===== src/rtl/sc_mips_core.sv =====
//------------------------------------------------------------------------------
// sc_mips_core
//
// Single-cycle 32-bit MIPS subset CPU for the FPGA board image. Each rising
// edge of sysclk retires exactly one instruction.
//
// Included on chip:
//   - an instruction ROM, loaded from IMEM_INIT (word 0 in the LSBs)
//   - a data RAM
//   - memory-mapped board I/O (switches, LEDs and a 16-bit display register)
//
// Supported instructions:
//   R-type : addu subu and or slt sll jr
//   I-type : addiu andi ori lui lw sw beq bne
//   J-type : j jal
//   Any other encoding retires as a NOP: only PC+4 takes effect.
//
// Memory map (word aligned, addr[1:0] ignored):
//   0x0000_0000-0x0000_00FF : data RAM (combinational read, write on the edge)
//   0x4000_000C             : LED register (read/write)
//   0x4000_0010             : switches (read only)
//   0x4000_0014             : display register (read/write)
//   anything else           : reads 0, writes are dropped
//
// Build option:
//   SEG_DECODE_EN defined   : digi_out1..4 hex-decode disp_reg nibbles 0..3
//                             (active-low {g,f,e,d,c,b,a})
//   SEG_DECODE_EN undefined : digi_out1..4 are held at 7'h7F (all segments off)
//
// Parameters:
//   IMEM_WORDS : ROM depth in words; fetches past it return 0 (a NOP)
//   DMEM_WORDS : RAM depth in words; the RAM index is addr[7:2]
//   IMEM_INIT  : ROM contents; the default is the switch->LED/display boot loop
//
// Ports:
//   sysclk    in  1 : system clock, rising edge
//   Reset_n   in  1 : asynchronous active-low reset
//   switch    in  8 : board switches
//   led       out 8 : board LEDs (registered)
//   digi_out1 out 7 : 7-seg digit 0 (least significant nibble)
//   digi_out2 out 7 : 7-seg digit 1
//   digi_out3 out 7 : 7-seg digit 2
//   digi_out4 out 7 : 7-seg digit 3 (most significant nibble)
//------------------------------------------------------------------------------
module sc_mips_core #(
   parameter int IMEM_WORDS = 64,
   parameter int DMEM_WORDS = 64,
   parameter logic [IMEM_WORDS*32-1:0] IMEM_INIT = {
      {((IMEM_WORDS-6)*32){1'b0}},
      32'h0800_0001,   // 5: j 1
      32'hAD0A_0014,   // 4: sw  $10,0x14($8)
      32'h0009_5040,   // 3: sll $10,$9,1
      32'hAD09_000C,   // 2: sw  $9,0x0C($8)
      32'h8D09_0010,   // 1: lw  $9,0x10($8)
      32'h3C08_4000    // 0: lui $8,0x4000
   }
) (
   input  logic       sysclk,
   input  logic       Reset_n,
   input  logic [7:0] switch,
   output logic [7:0] led,
   output logic [6:0] digi_out1,
   output logic [6:0] digi_out2,
   output logic [6:0] digi_out3,
   output logic [6:0] digi_out4
);

   // Opcodes
   localparam logic [5:0] OP_RTYPE = 6'h00;
   localparam logic [5:0] OP_J     = 6'h02;
   localparam logic [5:0] OP_JAL   = 6'h03;
   localparam logic [5:0] OP_BEQ   = 6'h04;
   localparam logic [5:0] OP_BNE   = 6'h05;
   localparam logic [5:0] OP_ADDIU = 6'h09;
   localparam logic [5:0] OP_ANDI  = 6'h0C;
   localparam logic [5:0] OP_ORI   = 6'h0D;
   localparam logic [5:0] OP_LUI   = 6'h0F;
   localparam logic [5:0] OP_LW    = 6'h23;
   localparam logic [5:0] OP_SW    = 6'h2B;

   // R-type function codes
   localparam logic [5:0] FN_SLL  = 6'h00;
   localparam logic [5:0] FN_JR   = 6'h08;
   localparam logic [5:0] FN_ADDU = 6'h21;
   localparam logic [5:0] FN_SUBU = 6'h23;
   localparam logic [5:0] FN_AND  = 6'h24;
   localparam logic [5:0] FN_OR   = 6'h25;
   localparam logic [5:0] FN_SLT  = 6'h2A;

   // I/O register word addresses (byte address >> 2)
   localparam logic [29:0] LED_WADDR  = 30'h1000_0003;
   localparam logic [29:0] SW_WADDR   = 30'h1000_0004;
   localparam logic [29:0] DISP_WADDR = 30'h1000_0005;
   localparam logic [29:0] IMEM_LIMIT = 30'(IMEM_WORDS);

   logic [31:0] r_pc;
   logic [31:0] r_regs [0:31];
   logic [31:0] r_ram  [0:DMEM_WORDS-1];
   logic [7:0]  r_led;
   logic [15:0] r_disp;

   logic [31:0] w_instr;
   logic [5:0]  w_op;
   logic [4:0]  w_rs;
   logic [4:0]  w_rt;
   logic [4:0]  w_rd;
   logic [4:0]  w_shamt;
   logic [5:0]  w_funct;
   logic [15:0] w_imm;
   logic [25:0] w_target;
   logic [31:0] w_rs_val;
   logic [31:0] w_rt_val;
   logic [31:0] w_sext;
   logic [31:0] w_zext;
   logic [31:0] w_pc4;
   logic [31:0] w_br_target;
   logic [31:0] w_addr;
   logic        w_sel_ram;
   logic        w_sel_led;
   logic        w_sel_sw;
   logic        w_sel_disp;
   logic [31:0] w_load_data;
   logic        w_reg_we;
   logic [4:0]  w_wa;
   logic [31:0] w_wd;
   logic        w_mem_we;
   logic [31:0] w_next_pc;
   logic        w_unused_addr_lsb;

   // ROM fetch; anything past the end of the image reads as a NOP
   assign w_instr = (r_pc[31:2] < IMEM_LIMIT) ? IMEM_INIT[{r_pc[7:2], 5'b00000} +: 32] : 32'h0000_0000;

   assign w_op     = w_instr[31:26];
   assign w_rs     = w_instr[25:21];
   assign w_rt     = w_instr[20:16];
   assign w_rd     = w_instr[15:11];
   assign w_shamt  = w_instr[10:6];
   assign w_funct  = w_instr[5:0];
   assign w_imm    = w_instr[15:0];
   assign w_target = w_instr[25:0];

   // $0 is never written, but force the read to zero so it cannot leak
   assign w_rs_val = (w_rs == 5'd0) ? 32'h0000_0000 : r_regs[w_rs];
   assign w_rt_val = (w_rt == 5'd0) ? 32'h0000_0000 : r_regs[w_rt];

   assign w_sext      = {{16{w_imm[15]}}, w_imm};
   assign w_zext      = {16'h0000, w_imm};
   assign w_pc4       = r_pc + 32'd4;
   assign w_br_target = w_pc4 + (w_sext << 2);
   assign w_addr      = w_rs_val + w_sext;

   assign w_sel_ram         = (w_addr[31:8] == 24'h00_0000);
   assign w_sel_led         = (w_addr[31:2] == LED_WADDR);
   assign w_sel_sw          = (w_addr[31:2] == SW_WADDR);
   assign w_sel_disp        = (w_addr[31:2] == DISP_WADDR);
   assign w_unused_addr_lsb = ^w_addr[1:0];

   // Load data mux across RAM and the I/O registers
   always_comb begin
      w_load_data = 32'h0000_0000;
      if (w_sel_ram) begin
         w_load_data = r_ram[w_addr[7:2]];
      end else if (w_sel_led) begin
         w_load_data = {24'h00_0000, r_led};
      end else if (w_sel_sw) begin
         w_load_data = {24'h00_0000, switch};
      end else if (w_sel_disp) begin
         w_load_data = {16'h0000, r_disp};
      end else begin
         w_load_data = 32'h0000_0000;
      end
   end

   // Instruction decode / execute: register write, store enable and next PC
   always_comb begin
      w_reg_we  = 1'b0;
      w_wa      = w_rt;
      w_wd      = 32'h0000_0000;
      w_mem_we  = 1'b0;
      w_next_pc = w_pc4;
      case (w_op)
         OP_RTYPE: begin
            w_wa = w_rd;
            case (w_funct)
               FN_SLL:  begin w_reg_we = 1'b1; w_wd = w_rt_val << w_shamt; end
               FN_JR:   w_next_pc = w_rs_val;
               FN_ADDU: begin w_reg_we = 1'b1; w_wd = w_rs_val + w_rt_val; end
               FN_SUBU: begin w_reg_we = 1'b1; w_wd = w_rs_val - w_rt_val; end
               FN_AND:  begin w_reg_we = 1'b1; w_wd = w_rs_val & w_rt_val; end
               FN_OR:   begin w_reg_we = 1'b1; w_wd = w_rs_val | w_rt_val; end
               FN_SLT:  begin
                  w_reg_we = 1'b1;
                  w_wd     = ($signed(w_rs_val) < $signed(w_rt_val)) ? 32'd1 : 32'd0;
               end
               default: w_reg_we = 1'b0;
            endcase
         end
         OP_J:     w_next_pc = {w_pc4[31:28], w_target, 2'b00};
         OP_JAL:   begin
            w_reg_we  = 1'b1;
            w_wa      = 5'd31;
            w_wd      = w_pc4;
            w_next_pc = {w_pc4[31:28], w_target, 2'b00};
         end
         OP_BEQ:   w_next_pc = (w_rs_val == w_rt_val) ? w_br_target : w_pc4;
         OP_BNE:   w_next_pc = (w_rs_val != w_rt_val) ? w_br_target : w_pc4;
         OP_ADDIU: begin w_reg_we = 1'b1; w_wd = w_rs_val + w_sext; end
         OP_ANDI:  begin w_reg_we = 1'b1; w_wd = w_rs_val & w_zext; end
         OP_ORI:   begin w_reg_we = 1'b1; w_wd = w_rs_val | w_zext; end
         OP_LUI:   begin w_reg_we = 1'b1; w_wd = {w_imm, 16'h0000}; end
         OP_LW:    begin w_reg_we = 1'b1; w_wd = w_load_data; end
         OP_SW:    w_mem_we = 1'b1;
         default:  w_reg_we = 1'b0;
      endcase
   end

   // Program counter
   always_ff @(posedge sysclk or negedge Reset_n) begin
      if (!Reset_n) begin
         r_pc <= 32'h0000_0000;
      end else begin
         r_pc <= w_next_pc;
      end
   end

   // Register file write port; writes to $0 are dropped
   always_ff @(posedge sysclk or negedge Reset_n) begin
      if (!Reset_n) begin
         for (int i = 0; i < 32; i++) begin
            r_regs[i] <= 32'h0000_0000;
         end
      end else if (w_reg_we && (w_wa != 5'd0)) begin
         r_regs[w_wa] <= w_wd;
      end
   end

   // Data RAM write port
   always_ff @(posedge sysclk or negedge Reset_n) begin
      if (!Reset_n) begin
         for (int i = 0; i < DMEM_WORDS; i++) begin
            r_ram[i] <= 32'h0000_0000;
         end
      end else if (w_mem_we && w_sel_ram) begin
         r_ram[w_addr[7:2]] <= w_rt_val;
      end
   end

   // Memory-mapped LED and display registers
   always_ff @(posedge sysclk or negedge Reset_n) begin
      if (!Reset_n) begin
         r_led  <= 8'h00;
         r_disp <= 16'h0000;
      end else if (w_mem_we) begin
         if (w_sel_led) begin
            r_led <= w_rt_val[7:0];
         end
         if (w_sel_disp) begin
            r_disp <= w_rt_val[15:0];
         end
      end
   end

   assign led = r_led;

`ifdef SEG_DECODE_EN
   // Hex digit to active-low {g,f,e,d,c,b,a}
   function automatic logic [6:0] seg_hex(input logic [3:0] nib);
      case (nib)
         4'h0:    seg_hex = 7'b1000000;
         4'h1:    seg_hex = 7'b1111001;
         4'h2:    seg_hex = 7'b0100100;
         4'h3:    seg_hex = 7'b0110000;
         4'h4:    seg_hex = 7'b0011001;
         4'h5:    seg_hex = 7'b0010010;
         4'h6:    seg_hex = 7'b0000010;
         4'h7:    seg_hex = 7'b1111000;
         4'h8:    seg_hex = 7'b0000000;
         4'h9:    seg_hex = 7'b0010000;
         4'hA:    seg_hex = 7'b0001000;
         4'hB:    seg_hex = 7'b0000011;
         4'hC:    seg_hex = 7'b1000110;
         4'hD:    seg_hex = 7'b0100001;
         4'hE:    seg_hex = 7'b0000110;
         4'hF:    seg_hex = 7'b0001110;
         default: seg_hex = 7'b1111111;
      endcase
   endfunction

   assign digi_out1 = seg_hex(r_disp[3:0]);
   assign digi_out2 = seg_hex(r_disp[7:4]);
   assign digi_out3 = seg_hex(r_disp[11:8]);
   assign digi_out4 = seg_hex(r_disp[15:12]);
`else
   assign digi_out1 = 7'h7F;
   assign digi_out2 = 7'h7F;
   assign digi_out3 = 7'h7F;
   assign digi_out4 = 7'h7F;
`endif

endmodule


===== config.mk =====
export PLATFORM = sky130hd
export DESIGN_NAME = sc_mips_core
export DESIGN_NICKNAME = d
export VERILOG_FILES = /design/src/rtl/sc_mips_core.sv
export SDC_FILE = /design/constraint.sdc
export NUM_CORES = 2
export LEC_CHECK = 0
export BUFFER_PORTS_ARGS = -buffer_cell sky130_fd_sc_hd__buf_2
export CAP_MARGIN = 10
export CORE_ASPECT_RATIO = 1.1
export CORE_UTILIZATION = 64
export CTS_CLUSTER_DIAMETER = 150
export DETAILED_ROUTE_END_ITERATION = 8
export GPL_ROUTABILITY_DRIVEN = 0
export PLACE_DENSITY = 0.8
export SLEW_MARGIN = 0
export SYNTH_ARGS = -nofsm -noshare
export SYNTH_HDL_FRONTEND = slang
export SYNTH_SLANG_ARGS = --single-unit

===== constraint.sdc =====
create_clock -name sysclk -period 7.1 [get_ports sysclk]
set_input_delay 1.42 -clock sysclk [delete_from_list [all_inputs] [get_ports sysclk]]
set_output_delay 1.42 -clock sysclk [all_outputs]
set_load 0.03 [all_outputs]

* Word-level counts from Yosys, hierarchy flattened
Cells that the tools add are included.
Word-level totals: flip-flop bits (word level) 3128, latch bits 0, bits in writable memories 0, ROM bits 0, bits of input ports 10, output and inout bits 36, word-level logic and storage cells 191, memories 0
Cells by class: $add $sub $neg 5, multipliers 0, divide/modulo/power cells 0, $lt $le $gt $ge 8, equal/unequal tests 21, shift-type cells 2, multiplexer cells 33, bitwise gates (word level) 8, reduce and logical (&&, ||, !) cells 15
Operator list (count):
- 2048-bit bitwise mux | 1
- 2048-bit by 12-bit indexed part select with 32-bit output (first input constant) | 1
- 1024-bit bitwise mux | 1
- 32-bit 2-to-1 mux | 16
- 32-bit binary-select mux with 5-bit select | 2
- 32-bit case mux with 7 select lines | 1
- 32-bit binary-select mux with 6-bit select | 1
- 32-bit demux with 6-bit select | 1
- 32-bit case mux with 6 select lines | 1
- 32-bit demux with 5-bit select | 1
- 32-bit case mux with 4 select lines | 1
- 32-bit adder | 3
- 30-bit by 29-bit == test with 1-bit output (second input constant) | 3
- 6-bit == test (second input constant) | 7
- 32-bit by 3-bit adder with 32-bit output (second input constant) | 1
- 32-bit by 16-bit bitwise AND with 32-bit output | 1
- 32-bit bitwise AND | 1
- 32-bit == test | 1
- 32-bit less-than comparator | 1
- 16-bit 2-to-1 mux | 2
- 32-bit inequality test | 1
- 32-bit by 16-bit OR with 32-bit output | 1
- 32-bit OR | 1
- 32-bit by 5-bit << shifter with 32-bit output | 1
- other kinds (22) | 41

* Depth between registers and ports, before layout
word-level depth 15, depth in mapped cells 28

* Worst setup path after synthesis
OpenSTA, ideal clock, no wires.
path type register to register, start point register r_pc[13], end point register r_ram[209] in the netlist's numbering, setup time 125 ps, data arrival time 6354 ps, data required time 6975 ps, path slack 622 ps, stages on the path, launching flop included 25, path through dfrtp_1 -> clkbuf_1 -> nor4_1 -> and4_1 -> clkbuf_1 -> buf_1 -> and3_1 -> clkbuf_1 -> inv_1 -> clkbuf_1 -> clkbuf_1 -> ha_1 -> nand2_1 -> or4_4 -> o21ai_4 -> nand2_1 -> a2111oi_1 -> a31oi_1 -> a221o_1 -> nor2_8 -> nand4_2 -> buf_2 -> nor2_2 -> buf_2 -> mux2_2
Between the ends: cells in the longest elaborated chain, start to end 14, elaborated cells between the ends (all ways) 26, classes of those cells add/sub (1); order compare (3); eq/ne (1); mux (13); bitwise (3); reduce/logical (5)
Ends and longest elaborated chain:
- start: declaration | line 96 | logic [31:0] r_pc;
- start signal: assignment | line 222 | r_pc <= w_next_pc;
- 30-bit by 7-bit less-than comparator with 1-bit output * | line 131 | assign w_instr = (r_pc[31:2] < IMEM_LIMIT) ? IMEM_INIT[{r_pc[7:2], 5'b00000} +: 32] : 32'h0000_0000;
- 32-bit 2-to-1 mux * | line 131
- 5-bit inverter with 6-bit output (not written as such) | line 143 | assign w_rs_val = (w_rs == 5'd0) ? 32'h0000_0000 : r_regs[w_rs];
- 32-bit binary-select mux with 5-bit select | line 143
- 32-bit 2-to-1 mux (not written as such) (2 in a row) | line 143
- 32-bit 2-to-1 mux | line 143
- 32-bit adder | line 150 | assign w_addr = w_rs_val + w_sext;
- 6-bit inverter with 7-bit output (not written as such) | line 244 | r_ram[w_addr[7:2]] <= w_rt_val;
- 7-bit greater-or-equal comparator (not written as such) or 7-bit by 1-bit less-than comparator with 1-bit output (tied branches) | line 244
- 1-bit logical AND (not written as such) | line 244
- 32-bit 2-to-1 mux (not written as such) | line 244
- 32-bit demux with 6-bit select | line 244
- 2048-bit bitwise mux | line 244
- end signal: indexed assignment | line 244
- end: declaration | line 98 | logic [31:0] r_ram [0:DMEM_WORDS-1];
Mark *: on every way between the ends. The rest lies on a longest branch, timed or not. The select of a mux whose other input is x is not followed. A chain may end at the register's enable or synchronous reset.

* Final worst setup path
start point register r_pc[21], end point register r_regs[746] in the netlist's numbering
Between the ends: cells in the longest elaborated chain, start to end 15, elaborated cells between the ends (all ways) 63, classes of those cells add/sub (3); order compare (3); eq/ne (14); shift (1); mux (24); bitwise (8); reduce/logical (10)
Ends and longest elaborated chain:
- 30-bit by 7-bit less-than comparator with 1-bit output * | line 131
- 32-bit 2-to-1 mux * | line 131
- 5-bit inverter with 6-bit output (not written as such) | line 143
- 32-bit binary-select mux with 5-bit select | line 143
- 32-bit 2-to-1 mux (not written as such) (2 in a row) | line 143
- 32-bit 2-to-1 mux | line 143
- 32-bit adder | line 150, 207
- 6-bit inverter with 7-bit output (not written as such) or 30-bit by 29-bit == test with 1-bit output (tied branches) | line 162, 155
- 32-bit binary-select mux with 6-bit select or 16-bit 2-to-1 mux (tied branches) | line 162, 167
- 32-bit 2-to-1 mux (not written as such) or 16-bit 2-to-1 mux (tied branches) | line 162, 165
- 32-bit 2-to-1 mux (on tied branches) | line 162, 163
- 32-bit 2-to-1 mux | line 161 | if (w_sel_ram) begin
- 32-bit case mux with 7 select lines | line 181 | case (w_op)
- 1024-bit bitwise mux | line 233 | r_regs[w_wa] <= w_wd;
- end signal: indexed assignment | line 233
- end: declaration | line 97 | logic [31:0] r_regs [0:31];
Marked as above.

==> metrics <==
number of remaining DRC errors 284; worst-path cell chain or4_1 -> or2_1 -> nor3_2 -> nand2_1 -> ha_1 -> buf_4 -> and2_1 -> a32oi_2 -> a21boi_4 -> buf_12 -> buf_12 -> mux4_2 -> and2_1 -> a2111oi_0 -> a211oi_1 -> nand4_1 -> o2bb2a_1 -> a31oi_1; CP Data Required Time 7840 ps; post-cts hold buffer count 0; CTS tree done; ys async rst share 100%; Clock Skew 67.9 ps; Max Freq 0.141 GHz; clk_lat worst skew 910 ps; Starting Density 64.6%; nets 8513; CP max-delay cell a2111oi_0; Seq/Total Area, Yosys 52.4%; outcome complete, but fails checks; Core ar. 163000 sq um; Final Hold Viols 0; gr usage total 44.6%; post-layout util 70.9%; CTS root buf clkbuf_16; grt ovf 0; Place WS 246 ps; Layout area overhead 9.71%; syn_area_per_cell 12.0 sq um; post-synth design cell area 105000 sq um; most frequent cells in the layout 2200 x dfrtp_1, 1639 x o21ai_0, 1330 x mux2_2; RSZ-0062 raised after global routing false; crit path max fanout 53; DRT Wirelength 370 mm; PwrDens 214 nW/um^2; initial antenna violation count 43; vias in the first global route 80418; Period Utilization, post-route 99.9%; Period minus WS final 7090 ps; CP endpoint kind register; leakage power 52.4 nW; first-pass GRT wire length 540 mm; Port Buffers 17; CTS H-tree depth 4; Hold WC Path Type reg -> reg; VDD IR-drop max 0.291 mV; Primary FF master, synth dfrtp_1; worst setup margin 7.50 ps; width of the chip 388 um; failing checks design-rule violations; layout cell share with drive strength beyond 1 31.0%; DR iter-0 viols 13556; die area 166000 sq um; WL/cell 34.3 um; CP Launch Type register; post-route ant nets 0; critical path's largest stage delay 1040 ps; vias per inst 7.64; worst reg-to-reg path cell count 18; commonest non-fill, non-tap cell in the layout dfrtp_1; CTS sink cnt 2200; I/O pin total 46; number of distinct library cells after synthesis 92; critical path type reg -> reg; Worst Tran Pin Value 1380 ps; TritonCTS buffer count 209; Synth Register Bits 2200; Pre-Repair DR Iteration Count 9; Post-synth EDFFs 0; Die Ht 427 um; Max Slew Vio Count 0; Sum Neg Setup Slack 0 ps; largest net degree at the start of global routing 194; Hold Path Depth 2; slew margin rel. 7.92%; dpl hpwl 228 mm; Ys Warns 0; WP data arrival 7830 ps; max cap viols 0; fillcell total 10387; Post-Syn Instances 8784; Max clock buf depth 3; via count 82459; clk slew on worst S/H paths 60 ps; Setup Viol. Count Final 0; Rows 155
## power by group
group	internal (mW)	total, mW	switching (mW)
logic	0.0422	0.393	0.351
registers	12.5	12.6	0.00704
clock network	6.62	11.7	5.04
total	19.2	24.6	5.40
## repair_timing
| action | 4_1_cts | 5_1_grt |
|---|---|---|
| gates resized for setup | 0 | 13 |
| buffers inserted | 0 | 5 |
| setup endpoints to repair | 0 | 1769 |
| hold endpoints to repair | 0 | 0 |
## worst paths after layout
kind | from | to | slack, ps
min in group asynchronous | Reset_n | r_ram[176] | 510
setup reg to reg | r_pc[21] | r_regs[746] | 8
setup / recovery | r_pc[21] | r_regs[746] | 8
hold reg to reg | r_regs[728] | r_regs[728] | 490
max in group asynchronous | Reset_n | r_ram[1081] | 4630
hold / removal | r_regs[728] | r_regs[728] | 490
## area by class of cell
| type | count | area (sq um) | area share [%] |
|---|---|---|---|
| Sequential cell | 2200 | 55100 | 47.8 |
| Multi-Input combinational cell | 5607 | 46700 | 40.5 |
| Clock buffer | 306 | 6090 | 5.28 |
| Timing Repair Buffer | 388 | 3420 | 2.97 |
| Tap cell | 2119 | 2650 | 2.30 |
| Clock inverter | 83 | 1060 | 0.917 |
| Inverter | 69 | 259 | 0.225 |
| Antenna cell | 24 | 60.1 | 0.0521 |
## kinds of logic (layout without fill, tap and decap cells)
group / after synthesis / count (layout) / synth area share (%)
adder cells (fa/ha/maj): 28 / 28 / 0.334
AND/OR/NAND/NOR: 1259 / 1260 / 5.75
other: 1 / 52 / 0.00357
AO/OA/AOI/OAI: 2380 / 2380 / 13.0
flip-flops: 2200 / 2200 / 52.4
buffers and inverters: 1005 / 846 / 3.88
XOR/XNOR: 52 / 52 / 0.434
multiplexers: 1859 / 1859 / 24.2
## state kept, by name (all words and copies together), names as in the netlist
| name | flops |
|---|---|
| led | 8 |
| r_pc | 32 |
| r_ram | 2048 |
| r_regs | 96 |
| r_disp | 16 |
## synthesized netlist by cell type (all sizes together), types with 18 or more instances
master     n  area, sq um
o221ai    48          420
mux2    1380        15500
a22oi     39          293
a211oi    25          188
nand2    543         2040
and3      26          163
o21ai   1647         8250
xor2      21          184
mux2i     71          711
xnor2     31          272
o31ai     30          225
dfrtp   2200        55100
nand4     48          334
nand3    129          646
clkbuf   693         2600
o22ai     91          569
a311oi    24          210
ha        28          350
mux4     408         9190
or4       18          143
buf      243         1210
inv       69          259
nor4      45          322
or2       66          413
a221oi    30          263
o211ai    61          458
a21oi    139          699
nor2     213          901
or3       18          113
nor3      71          370
a31oi     59          369
## per-stage QoR
stage,hold slack (ps),instances,area [sq um],power [mW]
floorplan,439,8811,105000,12.9
global placement,458,10376,108000,13.2
detailed placement,468,10376,108000,13.2
CTS,486,10765,115000,24.6
global route,500,10776,115000,25.1
finish,486,10796,115000,24.6
## routing by layer
metal  track usage (%)  wire, um
met1              53.3    121000
met2              62.6    155000
met3              17.7     52600
met4              38.9     40800
met5              1.62       429
## critical path, delay by kind of cell, from the launching register on
kind	cells	cell delay, ps
fa+ha+maj	1	510
flops	1	440
compound gates	6	2440
buf+inv	3	940
simple gates	7	2070
mux	1	470
(Power assumes the default switching activity.)
